## src/rtl/fetch_ctrl.sv

```systemverilog
// Instruction-fetch sequencer: owns the PC, the imem request/ready handshake
// and the IF/ID register, with hazard stalls and branch flush/redirect.
module fetch_ctrl #(
    parameter logic [31:0] RESET_PC = 32'h0000_0000,
    parameter int unsigned PC_STEP  = 4
) (
    input  logic        clk,
    input  logic        rst,
    input  logic        hazard_stall,
    input  logic        branch_taken,
    input  logic [31:0] branch_address,
    output logic        imem_req,
    output logic [31:0] imem_addr,
    input  logic        imem_ready,
    input  logic [31:0] imem_rdata,
    output logic [31:0] pc_out,
    output logic [31:0] if_id_instr,
    output logic [31:0] if_id_pc,
    output logic        if_id_valid,
    output logic [31:0] fetch_count
);

    localparam logic [1:0] ST_BOOT     = 2'd0;
    localparam logic [1:0] ST_FETCH    = 2'd1;
    localparam logic [1:0] ST_HOLD     = 2'd2;
    localparam logic [1:0] ST_REDIRECT = 2'd3;

    localparam logic [31:0] STEP = 32'(PC_STEP);

    logic [1:0]  state;
    logic [1:0]  state_nxt;
    logic [31:0] pc;
    logic [31:0] pc_nxt;
    logic [31:0] pc_inc;
    logic [31:0] br_target;

    // Hold buffer: a word that returned while ID was stalled.
    logic [31:0] hold_instr_p0;
    logic [31:0] hold_pc_p0;
    logic        vld_p0;

    logic ld_mem;
    logic ld_hold;
    logic cap_hold;
    logic flush;
    logic bubble;

    function automatic logic [31:0] align_word(input logic [31:0] addr);
        return addr & ~32'h0000_0003;
    endfunction

    assign pc_inc    = pc + STEP;
    assign br_target = align_word(branch_address);

    assign imem_req  = (state == ST_FETCH);
    assign imem_addr = pc;
    assign pc_out    = pc;

    // A taken branch outranks every other condition, in every state.
    always_comb begin
        state_nxt = state;
        pc_nxt    = pc;
        ld_mem    = 1'b0;
        ld_hold   = 1'b0;
        cap_hold  = 1'b0;
        flush     = 1'b0;
        bubble    = 1'b0;
        if (branch_taken) begin
            pc_nxt    = br_target;
            flush     = 1'b1;
            state_nxt = ST_REDIRECT;
        end else begin
            unique case (state)
                ST_BOOT: begin
                    state_nxt = ST_FETCH;
                end
                ST_FETCH: begin
                    if (imem_ready) begin
                        pc_nxt = pc_inc;
                        if (hazard_stall) begin
                            cap_hold  = 1'b1;
                            state_nxt = ST_HOLD;
                        end else begin
                            ld_mem = 1'b1;
                        end
                    end else if (!hazard_stall) begin
                        bubble = 1'b1;
                    end
                end
                ST_HOLD: begin
                    if (!hazard_stall) begin
                        ld_hold   = vld_p0;
                        state_nxt = ST_FETCH;
                    end
                end
                ST_REDIRECT: begin
                    state_nxt = ST_FETCH;
                end
                default: begin
                    state_nxt = ST_BOOT;
                end
            endcase
        end
    end

    always_ff @(posedge clk or posedge rst) begin
        if (rst) begin
            state <= ST_BOOT;
            pc    <= RESET_PC;
        end else begin
            state <= state_nxt;
            pc    <= pc_nxt;
        end
    end

    always_ff @(posedge clk or posedge rst) begin
        if (rst) begin
            hold_instr_p0 <= 32'h0;
            hold_pc_p0    <= 32'h0;
            vld_p0        <= 1'b0;
        end else begin
            if (cap_hold) begin
                hold_instr_p0 <= imem_rdata;
                hold_pc_p0    <= pc_inc;
            end
            if (flush || ld_hold) begin
                vld_p0 <= 1'b0;
            end else if (cap_hold) begin
                vld_p0 <= 1'b1;
            end
        end
    end

    // IF/ID stage register
    always_ff @(posedge clk or posedge rst) begin
        if (rst) begin
            if_id_instr <= 32'h0;
            if_id_pc    <= 32'h0;
            if_id_valid <= 1'b0;
            fetch_count <= 32'h0;
        end else begin
            if (ld_mem) begin
                if_id_instr <= imem_rdata;
                if_id_pc    <= pc_inc;
            end else if (ld_hold) begin
                if_id_instr <= hold_instr_p0;
                if_id_pc    <= hold_pc_p0;
            end
            if (flush || bubble) begin
                if_id_valid <= 1'b0;
            end else if (ld_mem || ld_hold) begin
                if_id_valid <= 1'b1;
            end
            if (ld_mem || ld_hold) begin
                fetch_count <= fetch_count + 32'd1;
            end
        end
    end

endmodule

```

## config.mk

```make
export PLATFORM = sky130hd
export DESIGN_NAME = fetch_ctrl
export DESIGN_NICKNAME = d
export VERILOG_FILES = /design/src/rtl/fetch_ctrl.sv
export SDC_FILE = /design/constraint.sdc
export NUM_CORES = 1
export LEC_CHECK = 0
export BUFFER_PORTS_ARGS = -buffer_cell sky130_fd_sc_hd__buf_4
export CAP_MARGIN = 25
export CORE_MARGIN = 2
export CORE_UTILIZATION = 53
export DETAILED_ROUTE_END_ITERATION = 6
export GPL_TIMING_DRIVEN = 0
export PLACE_DENSITY = 0.8
export SLEW_MARGIN = 20
export SYNTH_ARGS = -nofsm -noshare
export SYNTH_HDL_FRONTEND = slang
export SYNTH_SLANG_ARGS = --single-unit
```

## constraint.sdc

```tcl
create_clock -name clk -period 8.3 [get_ports clk]
set_input_delay 2.49 -clock clk [delete_from_list [all_inputs] [get_ports clk]]
set_output_delay 2.49 -clock clk [all_outputs]
set_load 0.05 [all_outputs]
```

Word-level counts from Yosys, hierarchy flattened
Index checks and enable logic that the tools add are counted.
{"block": "totals", "out_inout_bits": 162, "regBits": 196}
{"block": "classes", "n_mux": 31, "n_eq_ne": 6, "reduce_logical": 12, "n_addsub": 2}
{"cell": "32-bit two-way mux", "n": 7}
{"cell": "32-bit by 1-bit adder with 32-bit output, second input constant", "n": 1}
{"cell": "32-bit by 3-bit adder with 32-bit output, second input constant", "n": 1}
{"cell": "1-bit two-way mux", "n": 19}
{"cell": "2-bit nonzero test", "n": 5}
{"cell": "2-bit two-way mux", "n": 4}
{"cell": "3-bit inequality test, second input constant", "n": 2}
{"cell": "2-bit one-hot mux with 3 select lines", "n": 1}
{"cell": "2-bit == test, second input constant", "n": 2}
{"cell": "1-bit logical OR", "n": 3}
{"cell": "3-bit by 2-bit inequality test with 1-bit output, second input constant", "n": 1}
{"cell": "3-bit AND reduction", "n": 1}
{"cell": "2-bit by 1-bit == test with 1-bit output, second input constant", "n": 1}
{"cell": "2-bit zero test", "n": 1}
{"cell": "2-bit AND reduction", "n": 1}
{"cell": "2-bit OR reduction", "n": 1}

Logic depth before layout (Yosys ltp)
{"block": "logic_depth", "ltp_word": 7, "ltp_mapped": 7}

Least setup slack after synthesis
No wires, ideal clock.
{"block": "synth_path", "path_type": "input port to flip-flop", "from": "in branch_taken", "to": "reg fetch_count[25]", "setup_slack_ps": 4315, "path_buffers": 1, "stages": 6, "required_time_ps": 8159, "arrival_ps": 3845, "path_cell_list": "buf_2 > or2_1 > a2111o_1 > nor3_4 > nand3_1 > xnor2_1"}
{"block": "synth_via", "elab_chain_cells": 2, "elab_cells_between_ends": 3, "cone_classes": "mux (2); reduce/logical (1)"}
{"element": "start: declaration", "line": "10", "source": "input logic branch_taken,"}
{"element": "1-bit two-way mux", "line": "68", "source": "if (branch_taken) begin"}
{"element": "1-bit logical OR *", "line": "154", "source": "if (ld_mem || ld_hold) begin"}
{"element": "end signal: assignment", "line": "155", "source": "fetch_count <= fetch_count + 32'd1;"}
{"element": "end: declaration", "line": "20", "source": "output logic [31:0] fetch_count"}
Every way passes the cells marked *; elsewhere a longest branch is shown, timed or not.
A chain may end at the register's enable or synchronous reset.

Final worst setup path
{"block": "layout_path", "from": "in branch_taken", "to": "reg fetch_count[31]"}
The elaborated chain is that of the path after synthesis.

==> results.json <==
{
  "place_congestion": 0.856,
  "cts_tree": "yes",
  "clock_insertion_delay_worst_skew_ps": 430,
  "dp_slack_ps": 3820,
  "drt-pass1-iter-count": 5,
  "outcome": "finished, final reports clean",
  "dp_hpwl_um": 17300,
  "synthCells": 917,
  "drc": 0,
  "required_ps": 8610,
  "die_y_um": 134,
  "slew-limit-headroom_pct": 34.5,
  "path_clk_slew_ps": 70,
  "grt_pass1_vias": 7450,
  "crit_slowest_cell": "nor3_1",
  "row_count": 47,
  "switching_share_pct": 39.3,
  "maxCapViolCount": 0,
  "setup_violations": 0,
  "critPathTopFamily": "simple AND/OR/NAND/NOR gates",
  "hold_viol_final": 0,
  "crit_path_start": "branch_taken",
  "root_buffer": "clkbuf_16",
  "min_period_ps": 4070,
  "ys_seq_elements": 190,
  "p_leak_uw": 0.00532,
  "p_sw_uw": 1210,
  "fin_ws_ps": 4230,
  "ys.flop_type": "dfrtp_1",
  "tightest_slew_ps": 975,
  "detail_route.wl_per_cell_um": 17.1,
  "core-area_um2": 16600,
  "path_cells": "buf_2 > nor2_1 > o21ai_1 > buf_2 > nor3_1 > nand4_1 > xnor2_1",
  "clock_path_buffers": 2,
  "combPwrFrac_pct": 34.6,
  "first_iter_violations": 509,
  "power.share.sequential_pct": 40.6,
  "grt.overflow.total": 0,
  "crit_path_end_kind": "flop",
  "cts_sinks": 190,
  "start_util_pct": 54.0,
  "nNetsFinal": 1235,
  "p_int_uw": 1870,
  "crit_top_cell": "buf_2",
  "antenna_found_initial": 0,
  "syn_avg_cell_area_um2": 9.77,
  "ir_drop_mv": 0.190,
  "hp-class": "reg -> reg",
  "synth.distinct_cells": 44,
  "grt_pass1_wl_um": 38000,
  "clockPowerShare_pct": 24.8,
  "hold-worst-slack_ps": 479,
  "num_io_pins": 231,
  "rsz0062_at_grt": "false",
  "h-tree-depth": 4,
  "cpPeakStageDelay_ps": 500,
  "diodes": 0,
  "synth_edf_count": 0,
  "ant_nets": 0,
  "worstPathArrival_ps": 4380,
  "fmax_mhz": 246,
  "critPathBufInv": 2,
  "drt-total-wl_um": 23800,
  "power_density_nw_per_um2": 268,
  "vias_per_cell": 5.48,
  "grt_max_degree": 108,
  "slew_violations": 0,
  "layout-drive-gt1-share_pct": 29.8,
  "cts_buffers": 17,
  "hold_buffers": 0,
  "skew_ps": 9.84,
  "fill_cells": 1342,
  "min_period_over_period_pct": 49.0,
  "timing.rr.start": "imem_addr[2]$_DFFE_PP0P_",
  "post_cts_resized": 0,
  "area_growth_pct": 28.6,
  "ys_seq_area_share_pct": 53.1,
  "grt_usage_pct": 26.9,
  "netlist_area_um2": 8960,
  "cp_max_fo": 10,
  "vias": 7642,
  "port_buffers": 221,
  "holdCritStartpoint": "hold_pc_p0[12]$_DFFE_PP0P_",
  "die-area_um2": 18000,
  "synth_warnings": 0,
  "synthArstFlopShare_pct": 100,
  "post_cts_buffers": 0,
  "start_kind": "primary input",
  "criticalPathCategory": "in -> reg",
  "die_w_um": 134
}
## worst paths after layout
check,to,slack (ps),depth (start not counted)
worst max register to register,imem_addr[30]$_DFFE_PP0P_,5800,6
worst max-delay path,fetch_count[31]$_DFFE_PP0P_,4230,7
min in group asynchronous,fetch_count[31]$_DFFE_PP0P_,1930,2
worst min-delay path,hold_pc_p0[12]$_DFFE_PP0P_,480,2
worst min register to register,hold_pc_p0[12]$_DFFE_PP0P_,480,2
max in group asynchronous,imem_addr[25]$_DFFE_PP0P_,5360,4
## layout make-up
class / count / area [um2] / share of cell area [%]
inverters: 7 / 33.8 / 0.293
well taps: 220 / 275 / 2.39
clock buffers: 17 / 425 / 3.69
multi-input cells: 636 / 3710 / 32.2
clock inverters: 13 / 120 / 1.04
flip-flops and latches: 190 / 4750 / 41.3
plain buffers: 89 / 484 / 4.20
repair buffers: 223 / 1710 / 14.9
## routing by layer
metal,track usage [%],routed length [um]
met4,7.54,410
met2,46.0,11800
met5,0,0
met3,5.63,1620
met1,34.8,9950
## cell usage after synthesis, types with 2 or more instances
master | number | area share, %
buf_1 | 7 | 0.29
mux2_2 | 38 | 4.8
buf_4 | 36 | 3.0
ha_1 | 2 | 0.28
nand3_1 | 55 | 3.1
nand2_1 | 178 | 7.5
a21oi_1 | 8 | 0.45
nand4_1 | 19 | 1.3
buf_2 | 11 | 0.61
a211oi_1 | 5 | 0.42
xnor2_1 | 42 | 4.1
dfrtp_1 | 190 | 53
nor2_2 | 3 | 0.21
o21ai_0 | 64 | 3.6
and3b_1 | 2 | 0.20
and3_1 | 12 | 0.84
clkbuf_1 | 34 | 1.4
nand3b_1 | 2 | 0.17
o211ai_1 | 18 | 1.5
and4_1 | 8 | 0.78
nor4_1 | 4 | 0.28
o22ai_1 | 2 | 0.14
nor2_1 | 62 | 2.6
nor3_2 | 2 | 0.22
a31oi_1 | 35 | 2.4
inv_1 | 7 | 0.29
nor3_1 | 9 | 0.50
nor2b_1 | 2 | 0.14
xor2_1 | 45 | 4.4
## through the flow
stage          setup TNS [ps]  util [%]  cells  instance area [um2]  total power, uW
5_1_grt                     0      69.5   1395                11500             3210
4_1_cts                     0      69.5   1395                11500             3090
3_3_place_gp          -267480      65.8   1363                10900             2300
6_report                    0      69.5   1395                11500             3080
3_5_place_dp                0      66.2   1365                11000             2330
2_1_floorplan               0         -    922                 8980             1980
## worst register-to-register path: stages (launching register included)
cell	delay (ps)
dfrtp_1	560
ha_1	320
nand4_1	150
nor3_1	810
nand3_1	190
xnor2_1	210
o21ai_0	110
## registers in the layout (all words and copies together), names as in the netlist
register,count
fetch_count,32
hold_instr_p0,32
if_id_instr,32
hold_pc_p0,30
if_id_pc,30
imem_addr,30
state,2
if_id_valid,1
vld_p0,1
## cells by family after synthesis
logic type | share of synthesized area, %
and+or+nand+nor | 18.6
DFF | 53.1
AOI/OAI and AO/OA | 8.90
buffers and inverters | 5.70
xor gates and xnor gates | 8.50
muxes | 4.89
adders and majority gates | 0.279
other | 0.0419
## cell usage in the layout, fill, tap and decap left out, drive strengths merged, types with 4 or more instances in the layout
cell type	synthesis	layout
a211oi	5	5
a21oi	9	9
a31oi	35	35
and3	12	12
and4	8	8
buf	54	277
clkbuf	35	52
clkinv	0	5
clkinvlp	0	6
conb	1	6
dfrtp	190	190
inv	7	8
mux2	38	38
nand2	178	178
nand3	55	55
nand4	20	20
nor2	65	65
nor3	12	12
nor4	4	4
o211ai	18	18
o21ai	65	65
xnor2	42	42
xor2	45	45
## power by group through the flow
stage          combinational (uW)  clock (uW)  sequential [uW]
2_1_floorplan                 327           0             1650
5_1_grt                      1130         810             1270
3_3_place_gp                 1050           0             1250
4_1_cts                      1070         773             1250
3_5_place_dp                 1070           0             1260
6_report                     1070         765             1250
Power figures use the tool's default switching activity.
